$ cat config.mk
export PLATFORM = sky130hd
export DESIGN_NAME = prio_enable_reg_bank
export DESIGN_NICKNAME = d
export VERILOG_FILES = /design/src/rtl/prio_enable_reg_bank.sv
export SDC_FILE = /design/constraint.sdc
export NUM_CORES = 1
export LEC_CHECK = 0
export ABC_AREA = 1
export CORE_MARGIN = 1.5
export CORE_UTILIZATION = 42
export CTS_BUF_LIST = sky130_fd_sc_hd__clkbuf_16
export CTS_CLUSTER_SIZE = 30
export DETAILED_ROUTE_END_ITERATION = 6
export PLACE_DENSITY = 0.9
export SLEW_MARGIN = 20
export SYNTH_ARGS = -nofsm -noshare
export SYNTH_HDL_FRONTEND = slang
export SYNTH_SLANG_ARGS = --single-unit
$ cat constraint.sdc
create_clock -name clk -period 2.15 [get_ports clk]
set_clock_uncertainty 0.1 [all_clocks]
set_input_delay 0.43 -clock clk [delete_from_list [all_inputs] [get_ports clk]]
set_output_delay 0.43 -clock clk [all_outputs]
set_load 0.1 [all_outputs]
$ cat src/rtl/prio_enable_reg_bank.sv
// Multi-port enable register: CHANNELS write ports share one WIDTH-bit register,
// with deterministic arbitration (fixed priority or round-robin) and conflict counting.
module prio_enable_reg_bank #(
  parameter int                 WIDTH     = 4,
  parameter int                 CHANNELS  = 8,
  parameter int                 CNT_W     = 8,
  parameter logic [WIDTH-1:0]   RESET_VAL = '0,
  parameter int                 RR_MODE   = 0,
  localparam int                IDX_W     = $clog2(CHANNELS)
) (
  input  logic                      clk,
  input  logic                      rst,
  input  logic [CHANNELS-1:0]       en,
  input  logic [CHANNELS*WIDTH-1:0] d_in,
  input  logic                      clr_cnt,
  output logic [WIDTH-1:0]          d_out,
  output logic [IDX_W-1:0]          wr_idx,
  output logic                      valid,
  output logic                      conflict,
  output logic [CNT_W-1:0]          conflict_cnt
);

  logic [IDX_W-1:0] ptr;
  logic [IDX_W-1:0] grant_idx;
  logic [IDX_W-1:0] ptr_next;
  logic [IDX_W-1:0] cand_idx;
  logic             found;
  logic             any_en;
  logic             multi_en;
  int               cand;

  // NOTE: every variable written here gets a default first, so no path leaves it
  // unassigned and no latch is inferred.
  always_comb begin
    grant_idx = '0;
    found     = 1'b0;
    cand      = 0;
    cand_idx  = '0;
    if (RR_MODE == 0) begin
      for (int i = 0; i < CHANNELS; i++) begin
        if (en[i] && !found) begin
          grant_idx = IDX_W'(i);
          found     = 1'b1;
        end
      end
    end else begin
      // Scan starting at ptr; ptr < CHANNELS, so one subtraction wraps correctly.
      for (int k = 0; k < CHANNELS; k++) begin
        cand = int'(ptr) + k;
        if (cand >= CHANNELS) cand = cand - CHANNELS;
        cand_idx = IDX_W'(cand);
        if (en[cand_idx] && !found) begin
          grant_idx = cand_idx;
          found     = 1'b1;
        end
      end
    end
  end

  // Wrap at CHANNELS, not 2**IDX_W, so non-power-of-2 banks never point past the last port.
  assign ptr_next = (grant_idx == IDX_W'(CHANNELS - 1)) ? '0 : grant_idx + IDX_W'(1);
  assign any_en   = |en;
  // At least two bits set iff clearing the lowest set bit leaves something behind.
  assign multi_en = |(en & (en - CHANNELS'(1)));

  // NOTE: sequential state uses non-blocking assignments so every register samples
  // the pre-edge values, independent of statement order.
  always_ff @(posedge clk or posedge rst) begin
    if (rst) begin
      d_out        <= RESET_VAL;
      wr_idx       <= '0;
      valid        <= 1'b0;
      conflict     <= 1'b0;
      conflict_cnt <= '0;
      ptr          <= '0;
    end else begin
      if (any_en) begin
        d_out  <= d_in[grant_idx*WIDTH +: WIDTH];
        wr_idx <= grant_idx;
        valid  <= 1'b1;
        if (RR_MODE != 0) ptr <= ptr_next;
      end
      conflict <= multi_en;
      if (clr_cnt) begin
        conflict_cnt <= '0;
      end else if (multi_en && (conflict_cnt != '1)) begin
        conflict_cnt <= conflict_cnt + CNT_W'(1);
      end
    end
  end

endmodule

# ---- Word-level counts from Yosys, hierarchy flattened
# Cells that the tools add are included.
dict set report totals {
  word_cells 44
  reg_bits 17
  out_inout_bits 17
}
dict set report op_classes {
  n_eq_ne 1
  n_addsub 2
  n_reduce_logical 18
  muxes 16
  n_bitwise 1
  shifts 1
}
# cell count
set ops {}
lappend ops {{variable part select 32 x 6 -> 4 bit} 1}
lappend ops {{two-way mux 3 bit} 6}
lappend ops {{two-way mux 8 bit} 2}
lappend ops {{OR reduction 8 bit} 2}
lappend ops {{adder 8 x 1 -> 8 bit (second input constant)} 1}
lappend ops {{bitwise AND 8 bit} 1}
lappend ops {{logical AND 1 bit} 8}
lappend ops {{two-way mux 1 bit} 8}
lappend ops {{!= test 8 bit (second input constant)} 1}
lappend ops {{subtractor 8 x 1 -> 8 bit (second input constant)} 1}
lappend ops {{logical NOT 1 bit} 7}
lappend ops {{nonzero test 2 bit} 1}

# ---- Longest topological paths before layout
# Gate-level depths: netlist of the first run.
dict set report depth {
  depth_word 23
  mapped_depth 11
  mapped_depth_nobuf 11
}

# ---- Least setup slack after synthesis of the first run
# Ideal clock, no wire load.
dict set report synth_timing {
  path_kind {reg-to-reg}
  from {register conflict_cnt[0]}
  to {register conflict_cnt[0]}
  arrival_time_ns 2.104
  path_slack_ns -0.175
  stages_incl_launch_ff 9
  path_buffers 0
  period_less_slack_ns 2.325
  setup_ns 0.121
  cell_sequence {dfrtp_1 ha_1 nand3_1 nor2_1 nand3_1 nand2_4 nand2_4 nand2_1 nand2_1}
}
dict set report synth_between {
  elab_chain_cells 3
  word_cells_on_any_way 6
  classes_between {1 x add/sub; 1 x eq/ne; 2 x mux; 2 x reduce/logical}
}
# element line
set synth_lines {}
lappend synth_lines {{start: declaration} 20} ;# output logic [CNT_W-1:0] conflict_cnt
lappend synth_lines {{start signal: assignment} 87} ;# conflict_cnt <= conflict_cnt + CNT_W'(1);
lappend synth_lines {{adder 8 x 1 -> 8 bit or != test 8 bit (tied branches)} {87, 86}}
lappend synth_lines {{two-way mux 8 bit or logical AND 1 bit (tied branches)} 86} ;# end else if (multi_en && (conflict_cnt != '1)) begin
lappend synth_lines {{two-way mux 8 bit or nonzero test 2 bit (tied branches)} --}
# Several ways; a longest one is shown, not always the timed one. The select of a mux whose other input is x is not followed.
# A chain may end at the register's enable or synchronous reset.

# ---- Worst setup path after layout of the first run
dict set report layout_timing {
  from {input en[1]}
  to {register d_out[0]}
}
dict set report layout_between {
  elab_chain_cells 21
  word_cells_on_any_way 28
  classes_between {1 x shift; 13 x mux; 14 x reduce/logical}
}
# element line
set layout_lines {}
lappend layout_lines {{start: declaration} 13} ;# input logic [CHANNELS-1:0] en,
lappend layout_lines {{logical AND 1 bit} 41} ;# if (en[i] && !found) begin
lappend layout_lines {{two-way mux 1 bit} 41}
lappend layout_lines {{logical NOT 1 bit} 41}
lappend layout_lines {{logical AND 1 bit} 41}
lappend layout_lines {{two-way mux 1 bit} 41}
lappend layout_lines {{logical NOT 1 bit} 41}
lappend layout_lines {{logical AND 1 bit} 41}
lappend layout_lines {{two-way mux 1 bit} 41}
lappend layout_lines {{[... 5 more ...]} --}
lappend layout_lines {{two-way mux 1 bit} 41}
lappend layout_lines {{logical NOT 1 bit} 41}
lappend layout_lines {{logical AND 1 bit} 41}
lappend layout_lines {{two-way mux 1 bit} 41}
lappend layout_lines {{logical NOT 1 bit} 41}
lappend layout_lines {{logical AND 1 bit} 41}
lappend layout_lines {{two-way mux 3 bit} 41}
lappend layout_lines {{variable part select 32 x 6 -> 4 bit} 78} ;# d_out <= d_in[grant_idx*WIDTH +: WIDTH];
lappend layout_lines {{end signal: assignment} 78}
lappend layout_lines {{end: declaration} 16} ;# output logic [WIDTH-1:0] d_out,
# Several ways; a longest one is shown, not always the timed one.

==> results of run 1 <==
==> state kept, by name (all words and copies together), names as in the netlist <==
signal / cells
conflict: 1
conflict_cnt: 8
d_out: 4
valid: 1
wr_idx: 3
==> worst max-delay path: cells and delay by family <==
kind | cells | cell delay [ps]
simple gates | 8 | 750
buf+inv | 4 | 780
==> worst min path at each step <==
stage	endpoint	depth (start not counted)
2_1_floorplan	conflict	1
3_3_place_gp	valid	1
3_5_place_dp	valid	1
4_1_cts	valid	1
5_1_grt	valid	1
6_report	valid	1
==> synth_stat cells, types with 3 or more instances <==
library cell / n / share of area
dfrtp_1: 17 / 0.31
inv_1: 29 / 0.079
inv_2: 3 / 0.0082
nand2_1: 71 / 0.19
nand3_1: 40 / 0.15
nand3_2: 3 / 0.022
nand3b_1: 4 / 0.022
nor2_1: 16 / 0.044
nor2_4: 3 / 0.025
o21ai_0: 4 / 0.015
o21ai_1: 3 / 0.011
==> power breakdown <==
group / leakage, nW / internal, mW / switching [mW]
clock: 0.0409 / 0.248 / 0.115
combinational: 0.833 / 0.146 / 0.252
sequential: 0.210 / 0.340 / 0.0150
==> routing by layer <==
metal / share of wire / global-route usage
met1: 0.44 / 0.272
met2: 0.50 / 0.387
met3: 0.055 / 0.0433
met4: 0.0051 / 0.0349
met5: 0 / 0
==> area by class of cell <==
class	instances	area, um2
Tap cell	44	55.1
Timing Repair Buffer	70	643
Fill cell	251	947
Inverter	33	124
Sequential cell	17	428
Clock buffer	3	75.1
Clock inverter	1	5.00
Multi-Input combinational cell	163	801
==> cells by family after synthesis <==
family / count (synthesis) / share of synthesized area
AOI/OAI and AO/OA: 11 / 0.0447
xor gates and xnor gates: 3 / 0.0191
adders and majority gates: 1 / 0.00911
buffers and inverters: 36 / 0.107
DFF: 17 / 0.310
and+or+nand+nor: 148 / 0.510
==> through the flow <==
stage / total power [mW] / hold slack [ps] / std cells / area [um2] / setup WS [ps]
final: 1.12 / 371 / 331 / 2130 / 210
after global routing: 1.18 / 408 / 331 / 2130 / 30.0
after CTS: 1.13 / 374 / 331 / 2130 / 214
after detailed placement: 0.756 / 362 / 327 / 2050 / -42.6
after global placement: 0.752 / 351 / 327 / 2050 / 4.08
after floorplan: 0.607 / 256 / 216 / 1380 / 44.5
==> run summary, run 1 <==
initial DRC count - 91
RSZ-0062 raised after global routing - false
critical path capture point type - flop
Yosys warnings - 0
Max VDD drop - 0.000675 V
Pwr Density - 524 mW/mm2
Setup crit end - d_out[0]
Tmin final - 1940 ps
Rows - 20
# Max-Cap Violations - 0
Slew HR - 0.591
Final Hold Fails - 0
Synth-to-Final Area Change - 55.2%
hold_sp - valid
router iterations before antenna repair - 6
Crit Path Max Fanout - 20
FF-to-FF setup slack - 440 ps
reg2reg end - conflict_cnt[6]
post-layout util - 0.692
WL per Instance - 11.2 um
TritonCTS buffer count - 3
crit path cell chain - clkdlybuf4s50_1 > inv_1 > nand2_2 > nor2_1 > nand3_2 > nand3_2 > buf_12 > inv_2 > nand2_1 > nand3_1 > nand3_1 > nand3_1
final wirelength - 3710 um
Remaining DRCs - 0
Worst EP required - 2170 ps
Post-CTS Resized - 0
Worst path most repeated cell - nand3_1
Yosys reg bits - 17
Synth Flop Type - dfrtp_1
Hold Crit Class - reg -> reg
most common cell after layout, fill and taps aside - nand2_1
diodes inserted - 0
setup bufs post-CTS - 0
gpl congestion - 0.903
Syn Inst Count - 216
layout cells sized above 1 - 0.171
Worst setup SP type - primary input
P_leak - 1.08 nW
Crit path largest cell delay - 450 ps
Chip Height - 60.2 um
IO Pins - 60
syn avg cell area - 6.35 um2
initial antenna violation count - 0
status - finished clean
slowest CP cell - clkdlybuf4s50_1
GR Overflow Total - 0
HPWL after DPL - 2970 um
gr usage total - 0.216
I/O Buffers - 59
Clock transition at path regs - 50 ps
Post-Synthesis Cell Area - 0.00137 mm2
Final Net Count - 332
CTS tree - done
sequential fraction of the synthesis area - 0.310
crit path from - en[1]
Arr. time, crit path - 1960 ps
final worst path period share - 0.902
H-tree depth - 1
vias in the first global route - 1434
worst skew pair latency - 250 ps
Fin Setup TNS - 0 ps
unique cell type count in the Yosys netlist - 29
first-pass GRT wire length - 6020 um
remaining antenna violation count - 0
vias - 1614
core area - 0.00308 mm2
CP Class - in -> reg
largest net degree at the start of global routing - 21
Initial Util - 0.446
Hold Buf Count CTS - 0
Post-Syn Nets - 260
die outline area - 0.00362 mm2
Root Driver - clkbuf_16
buffer levels on the longest clock path - 2
r2r worst-path depth - 8
Setup Viol. Count Final - 0
FFs w/ async S/R, synth - 1.00
most frequent cells in the layout - 71 x nand2_1, 42 x clkdlybuf4s50_1, 40 x nand3_1
number of synthesized flops with an enable pin - 0
final slew viol count - 0
clk sink count - 17
fmax - 515 MHz
Worst-Margin Slew - 612 ps
vias per std cell - 4.88
FF-to-FF Start - conflict_cnt[0]
Die Span X - 60.2 um
No activity file was read; power rests on OpenSTA's default activity.
==> run 2: changes to the inputs <==
CORE_UTILIZATION = 43   (was 42)
CTS_BUF_LIST = default   (was sky130_fd_sc_hd__clkbuf_16)
DONT_BUFFER_PORTS = 1   (was default)
PLACE_DENSITY = 0.68   (was 0.9)
==> run summary, run 2 (synthesis results as in run 1) <==
GR Overflow Total - 0 (unchanged)
Tmin final - 1770 ps (-165 ps)
fmax - 563 MHz (+9.3%)
Crit Path Max Fanout - 2 (-90%)
initial DRC count - 71 (-22%)
CP Class - reg -> out
die outline area - 0.00354 mm2 (-2.2%)
setup bufs post-CTS - 0 (unchanged)
Initial Util - 0.450 (+0.00366)
Setup Viol. Count Final - 0 (unchanged)
# Max-Cap Violations - 0 (unchanged)
vias - 1346 (-17%)
area of placed instances - 0.00153 mm2 (-26%)
Worst-Margin Slew - 894 ps (+281 ps)
Hold Crit Class - in -> async
first-pass GRT wire length - 5020 um (-17%)
critical path capture point type - output port
most flop-heavy register - conflict_cnt
final wirelength - 3130 um (-16%)
buffer levels on the longest clock path - 2 (unchanged)
Layout fillers - 350 (+39%)
core area - 0.00305 mm2 (-0.81%)
clk sink count - 17 (unchanged)
remaining antenna violation count - 0 (unchanged)
RSZ-0062 raised after global routing - false
Multi-input gate area - 801 um2 (unchanged)
largest net degree at the start of global routing - 21 (unchanged)
Finished Cell Area - 0.00156 mm2 (-27%)
Max VDD drop - 0.000359 V (-47%)
Clock transition at path regs - 110 ps (+60 ps)
I/O Buffers - 0 (-100%)
Worst EP required - 1620 ps (-550 ps)
Slew HR - 0.404 (-0.187)
router iterations before antenna repair - 4 (-2)
Arr. time, crit path - 1240 ps (-720 ps)
gpl congestion - 0.821 (-9.0%)
Register Area - 428 um2 (unchanged)
P_leak - 0.836 nW (-23%)
Final Net Count - 278 (-16%)
Rows - 20 (unchanged)
final worst path period share - 0.826 (-0.0769)
vias in the first global route - 1189 (-17%)
IO Pins - 60 (unchanged)
gr usage total - 0.185 (-0.0315)
TritonCTS buffer count - 3 (unchanged)
Chip Height - 59.5 um (-1.1%)
most frequent cells in the layout - 71 x nand2_1, 40 x nand3_1, 29 x inv_1
WL per Instance - 11.3 um (+0.79%)
Pwr Density - 530 mW/mm2 (+1.1%)
H-tree depth - 1 (unchanged)
failing checks - negative hold slack
vias per std cell - 4.86 (-0.35%)
Root Driver - clkbuf_4
Worst setup SP type - flop
Final Total Pwr - 824 uW (-26%)
Largest regs - conflict_cnt (8), d_out (4), wr_idx (3)
final slew viol count - 0 (unchanged)
status - complete, but fails checks
max reg flops - 8 (unchanged)
Synth-to-Final Area Change - 13.3%
most common cell after layout, fill and taps aside - nand2_1
Remaining DRCs - 0 (unchanged)
Post-CTS Resized - 0 (unchanged)
layout cells sized above 1 - 0.159 (-0.0119)
Final Hold Fails - 10 (+10)
Worst Hold Slack - -6.61 ps (-378 ps)
diodes inserted - 0 (unchanged)
CTS tree - done
worst skew pair latency - 300 ps (+50 ps)
initial antenna violation count - 0 (unchanged)
Fin Setup TNS - 0 ps (unchanged)
Die Span X - 59.5 um (-1.1%)
Hold Buf Count CTS - 0 (unchanged)
HPWL after DPL - 2440 um (-18%)
[run 2: cell types whose count changed in the layout (fill, tap and decap cells not counted), sizes merged]
| cell | change |
|---|---|
| buf | -12 |
| clkdlybuf4s50 | -42 |
[run 2: through the flow]
step,util,setup WS (ps),cells
2_1_floorplan,-,44.5,216
3_3_place_gp,0.500,312,273
3_5_place_dp,0.500,252,273
4_1_cts,0.509,354,277
5_1_grt,0.509,326,277
6_report,0.509,375,277
[run 2: routing by layer]
metal | wire length [um] | track usage | up-vias | part of all wire
met5 | 0 | 0 | - | 0
met4 | 13 | 0.0286 | 0 | 0.0042
met3 | 271 | 0.0633 | 2 | 0.087
met2 | 1390 | 0.312 | 44 | 0.44
met1 | 1460 | 0.233 | 577 | 0.47
li1 | - | - | 723 | -
[run 2: path summary, 6_finish.rpt]
path | end | cells past startpoint | startpoint | slack (ps)
worst min register to register | wr_idx[1] | 2 | wr_idx[1] | 390
worst max-delay path | valid | 0 | valid | 380
worst min-delay path | wr_idx[1] | 1 | rst | -7
max in group asynchronous | conflict_cnt[1] | 1 | rst | 1490
min in group clk | conflict_cnt[2] | 3 | clr_cnt | 180
worst max register to register | conflict_cnt[6] | 8 | conflict_cnt[0] | 480
[run 2: area by class of cell]
cell class                 instances  share of cell area
timing repair buffer              16              0.0772
clock buffer                       3              0.0145
tap                               44              0.0354
multi-input combinational        163               0.515
inverter                          33              0.0796
clock inverter                     1             0.00322
sequential                        17               0.275
[run 2: report_power, final]
part | total, mW | internal [mW] | switching, mW
logic | 0.300 | 0.0686 | 0.231
registers | 0.348 | 0.338 | 0.00984
clock network | 0.176 | 0.0693 | 0.107
==> run 3: changes to the inputs <==
clock period = 1.75 ns   (was 2.15 ns; I/O delays follow)
==> run summary, run 3 (synthesis results as in run 1) <==
clk sink count - 17 (unchanged)
remaining antenna violation count - 0 (unchanged)
RSZ-0062 raised after global routing - false
Die Span X - 59.5 um (unchanged)
Hold Crit Class - in -> reg
area of placed instances - 0.00161 mm2 (+5.1%)
final slew viol count - 0 (unchanged)
FF-to-FF Start - conflict_cnt[1]
Max VDD drop - 0.000334 V (-7.0%)
crit path cell chain - ha_4 > nand3_1 > nor2_2 > nand3_2 > nand2_4 > nand2_4 > nand2_1 > nand2_1
hold_sp - clr_cnt
Rows - 20 (unchanged)
Setup Viol. Count Final - 0 (unchanged)
Largest regs - conflict_cnt (8), d_out (4), wr_idx (3)
Arr. time, crit path - 1720 ps (+480 ps)
Root Driver - clkbuf_4
diodes inserted - 0 (unchanged)
most common cell after layout, fill and taps aside - nand2_1
Post-CTS Resized - 0 (unchanged)
FF-to-FF setup slack - 120 ps (-360 ps)
Crit Path Max Fanout - 9 (+7)
layout cells sized above 1 - 0.217 (+0.0579)
most flop-heavy register - conflict_cnt
buffer levels on the longest clock path - 2 (unchanged)
initial DRC count - 55 (-23%)
first-pass GRT wire length - 5490 um (+9.4%)
slowest CP cell - dfrtp_4
IO Pins - 60 (unchanged)
Crit path max-delay family - simple AND/OR/NAND/NOR gates
reg2reg end - conflict_cnt[0]
WHS Endpoint - conflict_cnt[5]
TritonCTS buffer count - 3 (unchanged)
Initial Util - 0.450 (unchanged)
GR Overflow Total - 0 (unchanged)
gr usage total - 0.195 (+0.0103)
CP Class - reg -> reg
router iterations before antenna repair - 4 (unchanged)
P_leak - 0.858 nW (+2.6%)
Final Hold Fails - 0 (-10)
Worst setup SP type - flop
initial antenna violation count - 0 (unchanged)
setup bufs post-CTS - 0 (unchanged)
Fin Setup TNS - 0 ps (unchanged)
Slew HR - 0.582 (+0.178)
Cells after DPL - 279 (+2.2%)
# Max-Cap Violations - 0 (unchanged)
Worst EP required - 1840 ps (+220 ps)
Final Non-Filler Cells - 284 (+2.5%)
gpl congestion - 0.824 (+0.32%)
Synth-to-Final Area Change - 19.7%
H-tree depth - 1 (unchanged)
CTS tree - done
largest net degree at the start of global routing - 18 (-14%)
HPWL after DPL - 2550 um (+4.5%)
Clock transition at path regs - 100 ps (about the same)
Worst-Margin Slew - 626 ps (-267 ps)
critical path capture point type - flop
Finished Cell Area - 0.00164 mm2 (+5.6%)
Layout fillers - 322 (-8.0%)
post-layout util - 0.538 (+0.0287)
CP bufs+invs - 0
worst skew pair latency - 290 ps (about the same)
vias - 1421 (+5.6%)
max reg flops - 8 (unchanged)
Hold Buf Count CTS - 1 (+1)
final wirelength - 3140 um (+0.19%)
Remaining DRCs - 0 (unchanged)
Final Net Count - 285 (+2.5%)
vias per std cell - 5.00 (+3.0%)
fmax - 614 MHz
r2r worst-path depth - 8 (unchanged)
Tmin final - 1630 ps
WL per Instance - 11.0 um (-2.3%)
core area - 0.00305 mm2 (unchanged)
status - finished clean
Crit path largest cell delay - 450 ps
die outline area - 0.00354 mm2 (unchanged)
vias in the first global route - 1361 (+14%)
Hold Crit Depth - 3
Pwr Density - 622 mW/mm2 (+17%)
I/O Buffers - 0 (unchanged)
final worst path period share - 0.931
Chip Height - 59.5 um (unchanged)
most frequent cells in the layout - 71 x nand2_1, 39 x nand3_1, 29 x inv_1
run 3: how the worst max path moves through the flow:
stage,endpoint,depth (start not counted),slack (ps),start
2_1_floorplan,conflict_cnt[6],8,7,conflict_cnt[0]
3_3_place_gp,conflict_cnt[0],10,80,en[3]
3_5_place_dp,conflict_cnt[3],10,70,en[3]
4_1_cts,conflict_cnt[0],8,130,conflict_cnt[1]
5_1_grt,conflict_cnt[0],8,40,conflict_cnt[1]
6_report,conflict_cnt[0],8,120,conflict_cnt[1]
run 3: cell type report:
type | instances | area [um2] | area share
multi-input cells | 163 | 821 | 0.500
flip-flops and latches | 17 | 440 | 0.268
repair buffers | 23 | 175 | 0.107
inverters | 33 | 124 | 0.0754
well taps | 44 | 55.1 | 0.0335
clock buffers | 3 | 22.5 | 0.0137
clock inverters | 1 | 5.00 | 0.00305
run 3: tightest hold or removal path, stage by stage:
cell     delay [ps]
nor2_1           30
nand2_1          50
nand2_1          40
run 3: per-layer routing:
layer,track usage,wire length (um),share of wire
met1,0.260,1450,0.46
met2,0.320,1470,0.47
met3,0.0546,222,0.071
met4,0.0349,0,0
met5,0,0,0
run 3: where the power goes:
group / switching [mW] / total (mW) / internal (mW)
Combinational: 0.283 / 0.376 / 0.0924
Clock: 0.126 / 0.211 / 0.0851
Sequential: 0.0167 / 0.435 / 0.418
Total: 0.426 / 1.02 / 0.596
run 3: stage by stage:
stage          total power, mW  hold slack [ps]  setup WS (ps)
2_1_floorplan            0.752              176           6.89
3_3_place_gp             0.817              257           79.1
3_5_place_dp             0.820              260           67.3
4_1_cts                   1.03             95.1            128
5_1_grt                   1.09             90.8           42.2
6_report                  1.02             98.7            120
